<file path="src/rtl/can_crc_engine_pkg.sv">
// Shared types, default generator polynomials and width helpers for the CAN CRC engine.
package can_pkg;

  localparam int CRC_MAX_W = 21;

  localparam logic [14:0] POLY15_DEF = 15'h4599;
  localparam logic [16:0] POLY17_DEF = 17'h1685B;
  localparam logic [20:0] POLY21_DEF = 21'h102899;

  typedef enum logic [1:0] {
    CRC15 = 2'd0,
    CRC17 = 2'd1,
    CRC21 = 2'd2
  } crc_mode_e;

  typedef enum logic [1:0] {
    ST_IDLE  = 2'd0,
    ST_ACCUM = 2'd1,
    ST_CRCF  = 2'd2,
    ST_DONE  = 2'd3
  } crc_state_e;

  // The reserved selector code falls back to classic CRC-15.
  function automatic crc_mode_e sel_to_mode(input logic [1:0] sel);
    case (sel)
      2'd1:    return CRC17;
      2'd2:    return CRC21;
      default: return CRC15;
    endcase
  endfunction

  function automatic logic [4:0] mode_width(input crc_mode_e mode);
    case (mode)
      CRC17:   return 5'd17;
      CRC21:   return 5'd21;
      default: return 5'd15;
    endcase
  endfunction

endpackage

</file>
<file path="src/rtl/can_crc_engine_if.sv">
// Bit-stream side of the CRC engine: framer/destuffer drives master, engine is slave.
interface can_crc_engine_if;
  import can_pkg::*;

  // Handshake: there is no back-pressure. A bit is consumed on every clock edge where
  // bit_valid is high, unless abort or start is also high in that cycle (abort > start > bit).
  logic                 start;
  logic [1:0]           crc_sel;
  logic                 abort;
  logic                 bit_valid;
  logic                 din;
  logic                 crc_field;
  logic [CRC_MAX_W-1:0] crc_out;
  logic                 tx_bit;
  logic                 busy;
  logic                 done;
  logic                 crc_ok;
  logic                 fmt_err;
  crc_state_e           dbg_state;

  modport master (
    output start, crc_sel, abort, bit_valid, din, crc_field,
    input  crc_out, tx_bit, busy, done, crc_ok, fmt_err, dbg_state
  );

  modport slave (
    input  start, crc_sel, abort, bit_valid, din, crc_field,
    output crc_out, tx_bit, busy, done, crc_ok, fmt_err, dbg_state
  );

endinterface

</file>
<file path="src/rtl/can_crc_engine_step.sv">
// Combinational one-bit CRC LFSR step for a W-bit register with implicit x^W term.
module can_crc_step #(
  parameter int           W    = 15,
  parameter logic [W-1:0] POLY = '0
) (
  input  logic [W-1:0] crc,
  input  logic         din,
  output logic [W-1:0] crc_next
);

  logic feedback;

  assign feedback = din ^ crc[W-1];
  assign crc_next = {crc[W-2:0], 1'b0} ^ (feedback ? POLY : '0);

endmodule

</file>
<file path="src/rtl/can_crc_engine.sv">
// Multi-mode CAN CRC engine: accumulates frame bits, then serialises (TX) or checks (RX)
// the CRC field for CRC-15, CRC-17 or CRC-21 selected at frame start.
module can_crc_engine
  import can_pkg::*;
#(
  parameter logic [14:0] POLY15  = POLY15_DEF,
  parameter logic [16:0] POLY17  = POLY17_DEF,
  parameter logic [20:0] POLY21  = POLY21_DEF,
  parameter bit          FD_INIT = 1'b1
) (
  input logic               clk,
  input logic               rst_n,
  can_crc_engine_if.slave   bus
);

  crc_state_e           state_q, state_d;
  crc_mode_e            mode_q, mode_d;
  logic [CRC_MAX_W-1:0] crc_q, crc_d;
  logic [CRC_MAX_W-1:0] frozen_q, frozen_d;
  logic [4:0]           idx_q, idx_d;
  logic                 done_q, done_d;
  logic                 crc_ok_q, crc_ok_d;
  logic                 fmt_err_q, fmt_err_d;

  logic [14:0]          nxt15;
  logic [16:0]          nxt17;
  logic [20:0]          nxt21;
  logic [CRC_MAX_W-1:0] crc_upd;
  logic [4:0]           width;
  logic [4:0]           msb_idx;
  logic [4:0]           idx_inc;
  crc_mode_e            sel_mode;

  function automatic logic [CRC_MAX_W-1:0] preset(input crc_mode_e mode);
    if (FD_INIT && mode == CRC17) return 21'h010000;
    if (FD_INIT && mode == CRC21) return 21'h100000;
    return '0;
  endfunction

  can_crc_step #(.W(15), .POLY(POLY15)) u_step15 (
    .crc(crc_q[14:0]), .din(bus.din), .crc_next(nxt15)
  );
  can_crc_step #(.W(17), .POLY(POLY17)) u_step17 (
    .crc(crc_q[16:0]), .din(bus.din), .crc_next(nxt17)
  );
  can_crc_step #(.W(21), .POLY(POLY21)) u_step21 (
    .crc(crc_q[20:0]), .din(bus.din), .crc_next(nxt21)
  );

  always_comb begin
    crc_upd = '0;
    unique case (mode_q)
      CRC17:   crc_upd = {4'b0, nxt17};
      CRC21:   crc_upd = nxt21;
      default: crc_upd = {6'b0, nxt15};
    endcase
  end

  assign sel_mode = sel_to_mode(bus.crc_sel);
  assign width    = mode_width(mode_q);
  assign msb_idx  = width - 5'd1;
  assign idx_inc  = idx_q + 5'd1;

  always_ff @(posedge clk or negedge rst_n) begin
    if (!rst_n) begin
      state_q   <= ST_IDLE;
      mode_q    <= CRC15;
      crc_q     <= '0;
      frozen_q  <= '0;
      idx_q     <= '0;
      done_q    <= 1'b0;
      crc_ok_q  <= 1'b0;
      fmt_err_q <= 1'b0;
    end else begin
      state_q   <= state_d;
      mode_q    <= mode_d;
      crc_q     <= crc_d;
      frozen_q  <= frozen_d;
      idx_q     <= idx_d;
      done_q    <= done_d;
      crc_ok_q  <= crc_ok_d;
      fmt_err_q <= fmt_err_d;
    end
  end

  always_comb begin
    state_d   = state_q;
    mode_d    = mode_q;
    crc_d     = crc_q;
    frozen_d  = frozen_q;
    idx_d     = idx_q;
    done_d    = 1'b0;
    crc_ok_d  = crc_ok_q;
    fmt_err_d = fmt_err_q;

    if (bus.abort) begin
      state_d   = ST_IDLE;
      crc_d     = '0;
      idx_d     = '0;
      crc_ok_d  = 1'b0;
      fmt_err_d = 1'b0;
    end else if (bus.start) begin
      state_d   = ST_ACCUM;
      mode_d    = sel_mode;
      crc_d     = preset(sel_mode);
      idx_d     = '0;
      crc_ok_d  = 1'b0;
      fmt_err_d = 1'b0;
    end else if (bus.bit_valid) begin
      unique case (state_q)
        ST_ACCUM: begin
          crc_d = crc_upd;
          if (bus.crc_field) begin
            // Freeze the transmit copy before the first CRC bit alters the remainder.
            frozen_d = crc_q;
            idx_d    = 5'd1;
            state_d  = ST_CRCF;
          end
        end
        ST_CRCF: begin
          if (bus.crc_field) begin
            crc_d = crc_upd;
            idx_d = idx_inc;
            if (idx_inc == width) begin
              state_d  = ST_DONE;
              done_d   = 1'b1;
              crc_ok_d = (crc_upd == '0);
            end
          end else begin
            state_d   = ST_DONE;
            done_d    = 1'b1;
            crc_ok_d  = 1'b0;
            fmt_err_d = 1'b1;
          end
        end
        default: ;
      endcase
    end
  end

  always_comb begin
    bus.tx_bit = 1'b0;
    unique case (state_q)
      ST_ACCUM: bus.tx_bit = crc_q[msb_idx];
      ST_CRCF:  bus.tx_bit = frozen_q[msb_idx - idx_q];
      default:  bus.tx_bit = 1'b0;
    endcase
  end

  assign bus.crc_out   = crc_q;
  assign bus.busy      = (state_q == ST_ACCUM) || (state_q == ST_CRCF);
  assign bus.done      = done_q;
  assign bus.crc_ok    = crc_ok_q;
  assign bus.fmt_err   = fmt_err_q;
  assign bus.dbg_state = state_q;

endmodule

</file>
<file path="src/flat_wrapper.sv">
// flat-port wrapper written by rule: the top's interface ports become plain ports
module can_crc_engine_flat import can_pkg::*;
#(
  parameter logic [14:0] POLY15  = POLY15_DEF,
  parameter logic [16:0] POLY17  = POLY17_DEF,
  parameter logic [20:0] POLY21  = POLY21_DEF,
  parameter bit          FD_INIT = 1'b1
)
  (clk, rst_n, bus_start, bus_crc_sel, bus_abort, bus_bit_valid, bus_din, bus_crc_field, bus_crc_out, bus_tx_bit, bus_busy, bus_done, bus_crc_ok, bus_fmt_err, bus_dbg_state);
  can_crc_engine_if bus_i ();
  input logic clk;
  input logic rst_n;
  input wire logic [$bits(bus_i.start)-1:0] bus_start;
  input wire logic [$bits(bus_i.crc_sel)-1:0] bus_crc_sel;
  input wire logic [$bits(bus_i.abort)-1:0] bus_abort;
  input wire logic [$bits(bus_i.bit_valid)-1:0] bus_bit_valid;
  input wire logic [$bits(bus_i.din)-1:0] bus_din;
  input wire logic [$bits(bus_i.crc_field)-1:0] bus_crc_field;
  output wire logic [$bits(bus_i.crc_out)-1:0] bus_crc_out;
  output wire logic [$bits(bus_i.tx_bit)-1:0] bus_tx_bit;
  output wire logic [$bits(bus_i.busy)-1:0] bus_busy;
  output wire logic [$bits(bus_i.done)-1:0] bus_done;
  output wire logic [$bits(bus_i.crc_ok)-1:0] bus_crc_ok;
  output wire logic [$bits(bus_i.fmt_err)-1:0] bus_fmt_err;
  output wire logic [$bits(bus_i.dbg_state)-1:0] bus_dbg_state;
  assign bus_i.start = bus_start;
  assign bus_i.crc_sel = bus_crc_sel;
  assign bus_i.abort = bus_abort;
  assign bus_i.bit_valid = bus_bit_valid;
  assign bus_i.din = bus_din;
  assign bus_i.crc_field = bus_crc_field;
  assign bus_crc_out = bus_i.crc_out;
  assign bus_tx_bit = bus_i.tx_bit;
  assign bus_busy = bus_i.busy;
  assign bus_done = bus_i.done;
  assign bus_crc_ok = bus_i.crc_ok;
  assign bus_fmt_err = bus_i.fmt_err;
  assign bus_dbg_state = bus_i.dbg_state;
  can_crc_engine #(.POLY15(POLY15), .POLY17(POLY17), .POLY21(POLY21), .FD_INIT(FD_INIT)) u_core (.clk(clk), .rst_n(rst_n), .bus(bus_i));
endmodule
</file>
<file path="config.mk">
export PLATFORM = sky130hd
export DESIGN_NAME = can_crc_engine_flat
export DESIGN_NICKNAME = d
export VERILOG_FILES = /design/src/rtl/can_crc_engine_pkg.sv /design/src/rtl/can_crc_engine_if.sv /design/src/rtl/can_crc_engine_step.sv /design/src/rtl/can_crc_engine.sv /design/src/flat_wrapper.sv
export SDC_FILE = /design/constraint.sdc
export NUM_CORES = 1
export LEC_CHECK = 0
export ABC_AREA = 0
export CAP_MARGIN = 20
export CORE_ASPECT_RATIO = 2
export CORE_MARGIN = 10
export CORE_UTILIZATION = 45
export CTS_CLUSTER_SIZE = 28
export DETAILED_ROUTE_END_ITERATION = 8
export PLACE_DENSITY = 0.74
export SYNTH_ARGS = -nofsm -noshare
export SYNTH_HDL_FRONTEND = slang
export SYNTH_SLANG_ARGS = --single-unit
</file>
<file path="constraint.sdc">
create_clock -name clk -period 4 [get_ports clk]
set_input_delay 0.8 -clock clk [delete_from_list [all_inputs] [get_ports clk]]
set_output_delay 0.8 -clock clk [all_outputs]
set_load 0.02 [all_outputs]
</file>
Word-level counts from Yosys, hierarchy flattened
Cells that the tools add are included.
{"block": "totals", "in_bits": 9, "word_cells": 104, "out_inout_bits": 28, "register_bits": 54}
{"block": "op_classes", "n_lt_le_gt_ge": 2, "add_sub_neg": 3, "bitwise": 8, "eq_ne": 14, "n_mux": 57, "reduce_logical": 12}
{"operator": "21-bit 2-to-1 mux", "n": 9}
{"operator": "21-bit one-hot mux with 2 select lines", "n": 2}
{"operator": "1-bit 2-to-1 mux", "n": 26}
{"operator": "5-bit 2-to-1 mux", "n": 5}
{"operator": "21-bit zero test", "n": 1}
{"operator": "21-bit bitwise XOR", "n": 1}
{"operator": "5-bit one-hot mux with 2 select lines", "n": 2}
{"operator": "17-bit 2-to-1 mux", "n": 1}
{"operator": "17-bit bitwise XOR", "n": 1}
{"operator": "15-bit 2-to-1 mux", "n": 1}
{"operator": "15-bit bitwise XOR", "n": 1}
{"operator": "5-bit by 6-bit less-than comparator with 1-bit output, second input constant", "n": 2}
{"operator": "2-bit 2-to-1 mux", "n": 6}
{"operator": "1-bit binary-select mux with 5-bit select", "n": 2}
{"operator": "3-bit AND reduction", "n": 3}
{"operator": "2-bit by 1-bit == test with 1-bit output, second input constant", "n": 4}
{"operator": "2-bit == test, second input constant", "n": 4}
{"operator": "4-bit inequality test, second input constant", "n": 2}
{"operator": "2-bit one-hot mux with 2 select lines", "n": 2}
{"operator": "4-bit AND reduction", "n": 2}
{"operator": "3-bit nonzero test", "n": 2}
{"operator": "5-bit by 1-bit adder with 5-bit output, second input constant", "n": 1}
{"operator": "5-bit == test", "n": 1}
{"operator": "5-bit by 4-bit inequality test with 1-bit output, second input constant", "n": 1}
{"operator": "11 further kinds", "n": 14}

Logic depth before layout (Yosys ltp)
Gate-level depths: netlist of run 1.
{"block": "depth", "depth_word": 13, "ltp_mapped": 11, "ltp_nobuf": 9}

Hierarchy
From an unflattened synthesis of run 1, not the netlist that was laid out.
{"block": "hier_totals", "cells_unflattened": 364, "area_unflattened_um2": 3953.8}
{"module": "can_crc_engine", "area_each_um2": 3144.3, "seq_area_each_um2": 1351.3, "cells_per_inst": 302, "instances": 1}
{"module": "can_crc_step (u_core.u_step17)", "area_each_um2": 289.0, "seq_area_each_um2": 0.0, "cells_per_inst": 20, "instances": 1}
{"module": "can_crc_step (u_core.u_step21)", "area_each_um2": 282.8, "seq_area_each_um2": 0.0, "cells_per_inst": 24, "instances": 1}
{"module": "can_crc_step (u_core.u_step15)", "area_each_um2": 237.7, "seq_area_each_um2": 0.0, "cells_per_inst": 18, "instances": 1}

Worst setup path after synthesis of run 1
Ideal clock, no wire load.
{"block": "synth_path", "path_kind": "flip-flop to output port", "startpoint": "register u_core.mode_q[0]", "endpoint": "output port bus_tx_bit", "required_ns": 3.200, "path_buffers": 2, "arrival_time_ns": 2.791, "stages_incl_launch_ff": 11, "setup_slack_ns": 0.409, "cell_sequence": "dfrtp_1 > inv_1 > ha_1 > buf_4 > buf_4 > xnor2_1 > ha_1 > mux4_2 > mux2i_1 > mux2_2 > o41ai_2"}
{"block": "synth_via", "elab_chain_cells": 7, "elab_cells_between_ends": 10, "classes_between": "2 x add/sub; 2 x eq/ne; 6 x mux"}
{"item": "from (decl)", "line_no": "can_crc_engine.sv:17", "rtl": "crc_mode_e mode_q, mode_d;"}
{"item": "from (signal assigned)", "line_no": "can_crc_engine.sv:76", "rtl": "mode_q <= mode_d;"}
{"item": "2-bit == test / 2-bit by 1-bit == test with 1-bit output (equally long branches)", "line_no": "can_crc_engine_pkg.sv:33", "rtl": "case (mode)"}
{"item": "5-bit one-hot mux with 2 select lines *", "line_no": "can_crc_engine_pkg.sv:33"}
{"item": "5-bit by 1-bit subtractor with 5-bit output *", "line_no": "can_crc_engine.sv:61", "rtl": "assign msb_idx = width - 5'd1;"}
{"item": "5-bit subtractor", "line_no": "can_crc_engine.sv:145", "rtl": "ST_CRCF: bus.tx_bit = frozen_q[msb_idx - idx_q];"}
{"item": "1-bit binary-select mux with 5-bit select", "line_no": "can_crc_engine.sv:145"}
{"item": "1-bit 2-to-1 mux (not written as such)", "line_no": "can_crc_engine.sv:145"}
{"item": "1-bit one-hot mux with 2 select lines *", "line_no": "can_crc_engine.sv:143", "rtl": "unique case (state_q)"}
{"item": "to (decl)", "line_no": "flat_wrapper.sv:20", "rtl": "output wire logic [$bits(bus_i.tx_bit)-1:0] bus_tx_bit;"}
Every way passes the cells marked *; elsewhere a longest branch is shown, timed or not. The select of a mux whose other input is x is not followed.

Worst setup path after layout of run 1
Ends and elaborated chain as after synthesis.

==> impl_metrics.xml, run 1 <==
<?xml version="1.0" encoding="UTF-8"?>
<metrics>
  <group name="synthesis">
    <metric name="ys_top_cells_by_area" unit="">sky130_fd_sc_hd__dfrtp_1 40%, sky130_fd_sc_hd__mux2_2 7.7%, sky130_fd_sc_hd__o21ai_0 5.7%</metric>
    <metric name="synth_edf_count" unit="">0</metric>
    <metric name="synthesis.area" unit="mm2">0.00335</metric>
    <metric name="syn-mean-instance-area" unit="um2">9.86</metric>
    <metric name="synth_top_cell_area_share" unit="">0.403</metric>
    <metric name="synth.lib_cells_used.distinct" unit="">57</metric>
    <metric name="netlist_instances" unit="">340</metric>
    <metric name="synthesis.nets" unit="">358</metric>
    <metric name="synth_seq_area_share" unit="">0.403</metric>
    <metric name="synth_top_area_cell" unit="">sky130_fd_sc_hd__dfrtp_1</metric>
    <metric name="ys_seq_elements" unit="">54</metric>
    <metric name="synth-main-ff-cell" unit="">sky130_fd_sc_hd__dfrtp_1</metric>
    <metric name="postSynth.asyncResetShare" unit="">1.00</metric>
    <metric name="ys.warnings.count" unit="">0</metric>
  </group>
  <group name="power">
    <metric name="p_comb_frac" unit="">0.227</metric>
    <metric name="p_total" unit="W">0.00133</metric>
    <metric name="max-vdd-ir-drop" unit="V">0.000348</metric>
    <metric name="power_frac_seq" unit="">0.429</metric>
    <metric name="internal_dissipation" unit="W">0.000918</metric>
    <metric name="net_switching_share_of_the_total_power" unit="">0.310</metric>
    <metric name="leakage" unit="nW">1.66</metric>
    <metric name="share_clk_of_total_power" unit="">0.344</metric>
    <metric name="total_switching_power" unit="W">0.000412</metric>
    <metric name="power_density" unit="mW/mm2">337</metric>
  </group>
  <group name="clocking">
    <metric name="cts_max_level" unit="">2</metric>
    <metric name="clock_insertion_delay_worst_skew" unit="ns">0.30</metric>
    <metric name="cts.reportedPaths.clkPinSlew" unit="ns">0.07</metric>
    <metric name="cts_root_buffer" unit="">sky130_fd_sc_hd__clkbuf_16</metric>
    <metric name="tritoncts.num_buffers" unit="">5</metric>
    <metric name="cts_tree" unit="">yes</metric>
    <metric name="cts_buffer_depth" unit="">2</metric>
    <metric name="numClockSinks" unit="">54</metric>
  </group>
  <group name="drt">
    <metric name="drt_drc_violations_left" unit="">0</metric>
    <metric name="dr.pass1.iters" unit="">4</metric>
    <metric name="detail_route.wl_per_cell" unit="um">19.9</metric>
    <metric name="routed_wirelength" unit="mm">9.31</metric>
    <metric name="avgViaCountPerCell" unit="">6.00</metric>
    <metric name="drtIter0Drc" unit="">144</metric>
    <metric name="dr_total_vias" unit="">2806</metric>
    <metric name="drt.antenna.violating_nets" unit="">0</metric>
  </group>
  <group name="timing">
    <metric name="layout_worst_path_cycle_share" unit="">0.959</metric>
    <metric name="max_clock_freq" unit="MHz">261</metric>
    <metric name="setup_total_negative_slack" unit="ns">0</metric>
    <metric name="finalHoldViolations" unit="">0</metric>
    <metric name="worst_slew_pin_tran" unit="ns">0.839</metric>
    <metric name="final.setup.worst_slack" unit="ns">0.163</metric>
    <metric name="setup_violations" unit="">0</metric>
    <metric name="rsz0062_at_grt" unit="">false</metric>
    <metric name="worst_slew_margin_rel" unit="">0.440</metric>
    <metric name="final_skew" unit="ns">0.00449</metric>
    <metric name="maxSlewViolCount" unit="">0</metric>
    <metric name="final.min_clock_period" unit="ns">3.84</metric>
  </group>
  <group name="final_layout">
    <metric name="layout.cells.most_common" unit="">sky130_fd_sc_hd__dfrtp_1</metric>
    <metric name="final.fill_count" unit="">665</metric>
    <metric name="layout.cells.most_common_list" unit="">54 x sky130_fd_sc_hd__dfrtp_1, 47 x sky130_fd_sc_hd__nand2_1, 38 x sky130_fd_sc_hd__o21ai_0</metric>
    <metric name="layout-drive-gt1-share" unit="">0.162</metric>
    <metric name="layout.nets" unit="">393</metric>
    <metric name="n_antenna_cell" unit="">0</metric>
    <metric name="syn_to_final_growth" unit="%">17.7</metric>
  </group>
  <group name="global_routing">
    <metric name="grt_first_pass_wirelength" unit="mm">15.0</metric>
    <metric name="pin_count_of_the_biggest_net_entering_global_routing" unit="">36</metric>
    <metric name="antenna_found_initial" unit="">0</metric>
    <metric name="grt_pass1_vias" unit="">2967</metric>
    <metric name="global_route.overflow_total" unit="">0</metric>
    <metric name="grt.total_usage" unit="">0.169</metric>
  </group>
  <group name="hold_path">
    <metric name="hold_path_class" unit="">reg -&gt; reg</metric>
    <metric name="worstHoldPathCells" unit="">2</metric>
  </group>
  <group name="floorplanning">
    <metric name="pin_count" unit="">37</metric>
    <metric name="die_x" unit="um">81.0</metric>
    <metric name="placement_rows" unit="">44</metric>
    <metric name="coreArea" unit="mm2">0.00727</metric>
    <metric name="initial_core_utilization" unit="">0.461</metric>
    <metric name="floorplan.die_area" unit="mm2">0.0115</metric>
    <metric name="fp.dieH" unit="um">142</metric>
  </group>
  <group name="job">
    <metric name="maxCapViolations" unit="">0</metric>
  </group>
  <group name="worst_setup_path">
    <metric name="worst-endpoint-required" unit="ns">3.20</metric>
    <metric name="startpoint_type" unit="">flop</metric>
    <metric name="worst-r2r-cell-count" unit="">8</metric>
    <metric name="worst_ep_arrival_time" unit="ns">3.04</metric>
    <metric name="crit_type" unit="">reg -&gt; out</metric>
    <metric name="crit_path_end_kind" unit="">primary output</metric>
    <metric name="critical_path.max_fanout" unit="">6</metric>
  </group>
  <group name="place">
    <metric name="globalplace.congestion" unit="">0.836</metric>
    <metric name="dp_worst_setup_slack" unit="ns">0.176</metric>
    <metric name="port-buffer-count" unit="">36</metric>
    <metric name="post-dp-hpwl" unit="mm">6.95</metric>
  </group>
  <group name="run_status">
    <metric name="outcome" unit="">finished clean</metric>
  </group>
</metrics>
per-stage QoR:
step,cell area [um2],hold slack (ns),util,instances
6_report,3950,0.503,0.543,468
2_1_floorplan,3350,0.452,-,340
3_3_place_gp,3790,0.479,0.522,460
5_1_grt,3950,0.530,0.543,468
3_5_place_dp,3790,0.489,0.522,460
4_1_cts,3950,0.508,0.543,468
sequential cells by signal, indices dropped and copies added, names as in the netlist:
name and cells:
u_core.bus.done 1, u_core.bus.fmt_err 1, u_core.bus.crc_out 21, u_core.frozen_q 21, u_core.bus.crc_ok 1, u_core.bus.dbg_state 2
u_core.idx_q 5, u_core.mode_q 2
final timing paths:
check | from | endpoint | slack [ns]
setup reg to reg | u_core.mode_q[0] | u_core.bus.crc_ok | 1.47
hold / removal | u_core.bus.fmt_err | u_core.bus.fmt_err | 0.50
min in group asynchronous | rst_n | u_core.bus.crc_out[20] | 0.60
hold reg to reg | u_core.bus.fmt_err | u_core.bus.fmt_err | 0.50
setup / recovery | u_core.mode_q[0] | bus_tx_bit | 0.16
max in group asynchronous | rst_n | u_core.frozen_q[0] | 2.62
what timing repair did:
| item | CTS | global route |
|---|---|---|
| resized for setup | 1 | 0 |
| hold buffers | 0 | 0 |
| setup endpoints to repair | 1 | 0 |
| buffers inserted | 0 | 0 |
power by group through the flow:
stage                     Sequential [W]  Clock, W  Combinational, W
after floorplan                 0.000583         0          0.000208
after global placement          0.000581         0          0.000286
after detailed placement        0.000581         0          0.000297
after CTS                       0.000571  0.000471          0.000300
after global routing            0.000573  0.000486          0.000330
final                           0.000571  0.000457          0.000302
cell type report:
type                       instances  area [um2]  share of cell area
clock buffer                       5         125              0.0317
clock inverter                     3        28.8             0.00729
inverter                          16        60.1              0.0152
multi-input combinational        252        1840               0.465
sequential                        54        1350               0.342
tap                               92         115              0.0292
timing repair buffer              46         429               0.109
logic make-up after synthesis:
logic type | after synthesis | synth area share
AND/OR/NAND/NOR | 105 | 0.149
adder cells (fa/ha/maj) | 10 | 0.0366
XOR/XNOR | 18 | 0.0627
flip-flops | 54 | 0.403
buffers and inverters | 34 | 0.0519
multiplexers | 38 | 0.146
AO/OA/AOI/OAI | 81 | 0.151
critical path, stage by stage (launching register included):
cell and delay [ns]:
sky130_fd_sc_hd__dfrtp_1 0.36, sky130_fd_sc_hd__inv_1 0.08, sky130_fd_sc_hd__ha_1 0.37, sky130_fd_sc_hd__xnor2_1 0.16
sky130_fd_sc_hd__ha_1 0.40, sky130_fd_sc_hd__mux4_2 0.36, sky130_fd_sc_hd__mux2i_1 0.06, sky130_fd_sc_hd__mux2_2 0.28
sky130_fd_sc_hd__o41ai_2 0.30, sky130_fd_sc_hd__dlygate4sd2_1 0.38
layer usage:
layer,share of wire,track usage,up-vias
met5,0,0,-
met4,0.064,0.115,0
met3,0.053,0.0367,37
met2,0.53,0.302,103
met1,0.36,0.163,1386
li1,-,-,1280
synth_stat cells (2+ instances only):
master / n
sky130_fd_sc_hd__o21a_1: 3
sky130_fd_sc_hd__nand3_1: 10
sky130_fd_sc_hd__buf_4: 5
sky130_fd_sc_hd__a21oi_1: 12
sky130_fd_sc_hd__nand3b_1: 4
sky130_fd_sc_hd__mux4_2: 5
sky130_fd_sc_hd__nand2_1: 47
sky130_fd_sc_hd__a22oi_1: 4
sky130_fd_sc_hd__mux2i_1: 7
sky130_fd_sc_hd__or4_1: 2
sky130_fd_sc_hd__buf_6: 3
sky130_fd_sc_hd__nor2_1: 17
sky130_fd_sc_hd__xnor2_4: 2
sky130_fd_sc_hd__mux2_1: 2
sky130_fd_sc_hd__o21ai_0: 38
sky130_fd_sc_hd__inv_1: 14
sky130_fd_sc_hd__o31a_1: 2
sky130_fd_sc_hd__a221oi_1: 3
sky130_fd_sc_hd__ha_1: 9
sky130_fd_sc_hd__clkbuf_1: 6
sky130_fd_sc_hd__nor4_1: 2
sky130_fd_sc_hd__xor2_1: 5
sky130_fd_sc_hd__xnor2_1: 9
sky130_fd_sc_hd__or3_1: 2
sky130_fd_sc_hd__xor2_2: 2
sky130_fd_sc_hd__nand2b_1: 2
sky130_fd_sc_hd__mux2_2: 23
sky130_fd_sc_hd__or3b_2: 2
sky130_fd_sc_hd__nor2b_1: 5
sky130_fd_sc_hd__inv_2: 2
sky130_fd_sc_hd__dfrtp_1: 54
sky130_fd_sc_hd__nor3_1: 5
sky130_fd_sc_hd__a31oi_1: 4
sky130_fd_sc_hd__or3b_1: 2
sky130_fd_sc_hd__buf_2: 4
(Power assumes the default switching activity.)
==> run 2: changes to the inputs <==
CORE_UTILIZATION = 55   (was 45)
HOLD_SLACK_MARGIN = 0.06   (was not set)
PLACE_DENSITY = 0.86   (was 0.74)
==> run 2 against run 1 <==
  * Critical endpoint unchanged
  * Combinational power shrank 2%
  * Clock power shrank 2%
  * Register-to-register slack gained 0.04 ns
  * Setup slack lost 0.0062 ns
  * Critical path depth is the same
  * Sequential power is essentially flat
  * Routed wire length shrank 5.9%
  * Total power shrank 1.1%
==> impl_metrics.xml, run 2 (synthesis results as in run 1) <==
<?xml version="1.0" encoding="UTF-8"?>
<metrics>
  <group name="run_status">
    <metric name="outcome" unit="">finished clean</metric>
  </group>
  <group name="worst_setup_path">
    <metric name="reg2reg_slack" unit="ns">1.51</metric>
    <metric name="cp_top_family" unit="">adder cells</metric>
    <metric name="worst-endpoint-required" unit="ns">3.20</metric>
    <metric name="startpoint_type" unit="">flop</metric>
    <metric name="cp_cell_sequence" unit="">inv_1, ha_1, buf_4, maj3_1, a21oi_1, xor2_1, mux2_2, o41ai_2, clkdlybuf4s15_1</metric>
    <metric name="crit_type" unit="">reg -&gt; out</metric>
    <metric name="worst_ep_arrival_time" unit="ns">3.04</metric>
    <metric name="worst_path_largest_cell_delay" unit="ns">0.38</metric>
    <metric name="critical-path-slowest-cell" unit="">sky130_fd_sc_hd__mux2_2</metric>
    <metric name="worst-r2r-cell-count" unit="">8</metric>
    <metric name="timing.critical_path.buf_inv" unit="">3</metric>
    <metric name="critical_path.max_fanout" unit="">6</metric>
    <metric name="crit_path_end_kind" unit="">primary output</metric>
    <metric name="reg2reg_from" unit="">u_core.mode_q[0]</metric>
    <metric name="r2r_end" unit="">u_core.bus.crc_ok</metric>
  </group>
  <group name="final_layout">
    <metric name="layout-drive-gt1-share" unit="">0.158</metric>
    <metric name="syn_to_final_growth" unit="%">16.1</metric>
    <metric name="layout.nets" unit="">391</metric>
    <metric name="final.fill_count" unit="">460</metric>
    <metric name="layout.cells.most_common" unit="">sky130_fd_sc_hd__dfrtp_1</metric>
    <metric name="stdcell_area" unit="mm2">0.00389</metric>
    <metric name="n_antenna_cell" unit="">0</metric>
    <metric name="layout.cells.most_common_list" unit="">54 x sky130_fd_sc_hd__dfrtp_1, 47 x sky130_fd_sc_hd__nand2_1, 38 x sky130_fd_sc_hd__o21ai_0</metric>
  </group>
  <group name="floorplanning">
    <metric name="die_x" unit="um">75.2</metric>
    <metric name="coreArea" unit="mm2">0.00596</metric>
    <metric name="placement_rows" unit="">40</metric>
    <metric name="initial_core_utilization" unit="">0.563</metric>
    <metric name="floorplan.die_area" unit="mm2">0.00981</metric>
    <metric name="fp.dieH" unit="um">130</metric>
    <metric name="pin_count" unit="">37</metric>
  </group>
  <group name="timing">
    <metric name="layout_worst_path_cycle_share" unit="">0.961</metric>
    <metric name="final_skew" unit="ns">0.00600</metric>
    <metric name="max_clock_freq" unit="MHz">260</metric>
    <metric name="final.min_clock_period" unit="ns">3.84</metric>
    <metric name="setup_violations" unit="">0</metric>
    <metric name="worst_slew_margin_rel" unit="">0.554</metric>
    <metric name="maxSlewViolCount" unit="">0</metric>
    <metric name="worst_slew_pin_tran" unit="ns">0.667</metric>
    <metric name="finalHoldViolations" unit="">0</metric>
    <metric name="rsz0062_at_grt" unit="">false</metric>
    <metric name="setup_total_negative_slack" unit="ns">0</metric>
  </group>
  <group name="drt">
    <metric name="detail_route.wl_per_cell" unit="um">20.0</metric>
    <metric name="dr_wl_met2" unit="mm">4.63</metric>
    <metric name="detail_route.wirelength.met1" unit="mm">3.18</metric>
    <metric name="drt.antenna.violating_nets" unit="">0</metric>
    <metric name="wl_met3" unit="um">564</metric>
    <metric name="drt_drc_violations_left" unit="">0</metric>
    <metric name="routed_wirelength" unit="mm">8.76</metric>
    <metric name="avgViaCountPerCell" unit="">6.35</metric>
    <metric name="route.top_layer_used" unit="">met4</metric>
    <metric name="drtIter0Drc" unit="">222</metric>
    <metric name="dr_total_vias" unit="">2776</metric>
    <metric name="dr.pass1.iters" unit="">4</metric>
  </group>
  <group name="place">
    <metric name="port-buffer-count" unit="">36</metric>
    <metric name="placement.cell_area" unit="mm2">0.00374</metric>
    <metric name="post-dp-hpwl" unit="mm">6.45</metric>
    <metric name="globalplace.congestion" unit="">0.888</metric>
  </group>
  <group name="clocking">
    <metric name="cts_root_buffer" unit="">sky130_fd_sc_hd__clkbuf_16</metric>
    <metric name="tritoncts.num_buffers" unit="">5</metric>
    <metric name="numClockSinks" unit="">54</metric>
    <metric name="postCtsHoldBufs" unit="">0</metric>
    <metric name="cts.reportedPaths.clkPinSlew" unit="ns">0.07</metric>
    <metric name="cts_max_level" unit="">2</metric>
    <metric name="clock_insertion_delay_worst_skew" unit="ns">0.30</metric>
    <metric name="cts_buffer_depth" unit="">2</metric>
    <metric name="cts_tree" unit="">yes</metric>
  </group>
  <group name="global_routing">
    <metric name="global_route.overflow_total" unit="">0</metric>
    <metric name="grt_first_pass_wirelength" unit="mm">14.3</metric>
    <metric name="antenna_found_initial" unit="">0</metric>
    <metric name="grt.total_usage" unit="">0.192</metric>
    <metric name="grt_pass1_vias" unit="">2900</metric>
    <metric name="pin_count_of_the_biggest_net_entering_global_routing" unit="">32</metric>
  </group>
  <group name="hold_path">
    <metric name="hold-path-endpoint" unit="">u_core.bus.fmt_err</metric>
    <metric name="hold_path_class" unit="">reg -&gt; reg</metric>
    <metric name="hold_start" unit="">u_core.bus.fmt_err</metric>
    <metric name="worstHoldPathCells" unit="">2</metric>
  </group>
  <group name="power">
    <metric name="leakage" unit="nW">1.64</metric>
    <metric name="power_density" unit="mW/mm2">338</metric>
    <metric name="max-vdd-ir-drop" unit="V">0.000379</metric>
  </group>
  <group name="job">
    <metric name="maxCapViolations" unit="">0</metric>
  </group>
</metrics>
run 2: how the worst max path moves through the flow:
stage / start / depth (start not counted) / slack (ns) / end
2_1_floorplan: u_core.mode_q[0] / 10 / 0.41 / bus_tx_bit
3_5_place_dp: u_core.mode_q[0] / 9 / 0.19 / bus_tx_bit
4_1_cts: u_core.mode_q[0] / 9 / 0.15 / bus_tx_bit
3_3_place_gp: u_core.mode_q[0] / 9 / 0.28 / bus_tx_bit
5_1_grt: u_core.mode_q[0] / 9 / 0.01 / bus_tx_bit
6_report: u_core.mode_q[0] / 9 / 0.16 / bus_tx_bit
run 2: final cells by class:
cell class | instances | area (um2) | area share
multi-input cells | 252 | 1840 | 0.472
flip-flops and latches | 54 | 1350 | 0.347
repair buffers | 44 | 415 | 0.107
clock buffers | 5 | 125 | 0.0321
well taps | 63 | 78.8 | 0.0203
inverters | 16 | 60.1 | 0.0154
clock inverters | 3 | 25.0 | 0.00643
run 2: through the flow:
step	worst slack, ns	hold WS (ns)	instances	total power, W	util
6_report	0.157	0.509	437	0.00132	0.654
5_1_grt	0.0102	0.532	437	0.00138	0.654
4_1_cts	0.152	0.516	437	0.00132	0.653
3_5_place_dp	0.195	0.490	429	0.000875	0.628
3_3_place_gp	0.277	0.478	429	0.000863	0.628
2_1_floorplan	0.409	0.452	340	0.000791	-
run 2: tightest hold or removal path, stage by stage, from the launching register on:
cell and delay, ns:
sky130_fd_sc_hd__dfrtp_1 0.35, sky130_fd_sc_hd__nor2_1 0.05, sky130_fd_sc_hd__nor2_1 0.07
run 2: layer usage:
metal	vias to the layer above	track usage
met1	1361	0.198
met3	26	0.0506
met4	0	0.121
met2	113	0.329
met5	-	0
li1	1276	-
run 2: power by group:
group / leakage (nW) / total, W / internal (W) / switching (W)
clock network: 0.0704 / 0.000447 / 0.000236 / 0.000212
registers: 0.749 / 0.000573 / 0.000557 / 0.0000158
logic: 0.826 / 0.000295 / 0.000121 / 0.000175
total: 1.64 / 0.00132 / 0.000913 / 0.000402
run 2: repair_timing:
| item | CTS | global route |
|---|---|---|
| buffers inserted | 0 | 0 |
| endpoints found under the setup margin | 1 | 1 |
| hold endpoints to repair | 0 | 0 |
| resized for setup | 1 | 1 |
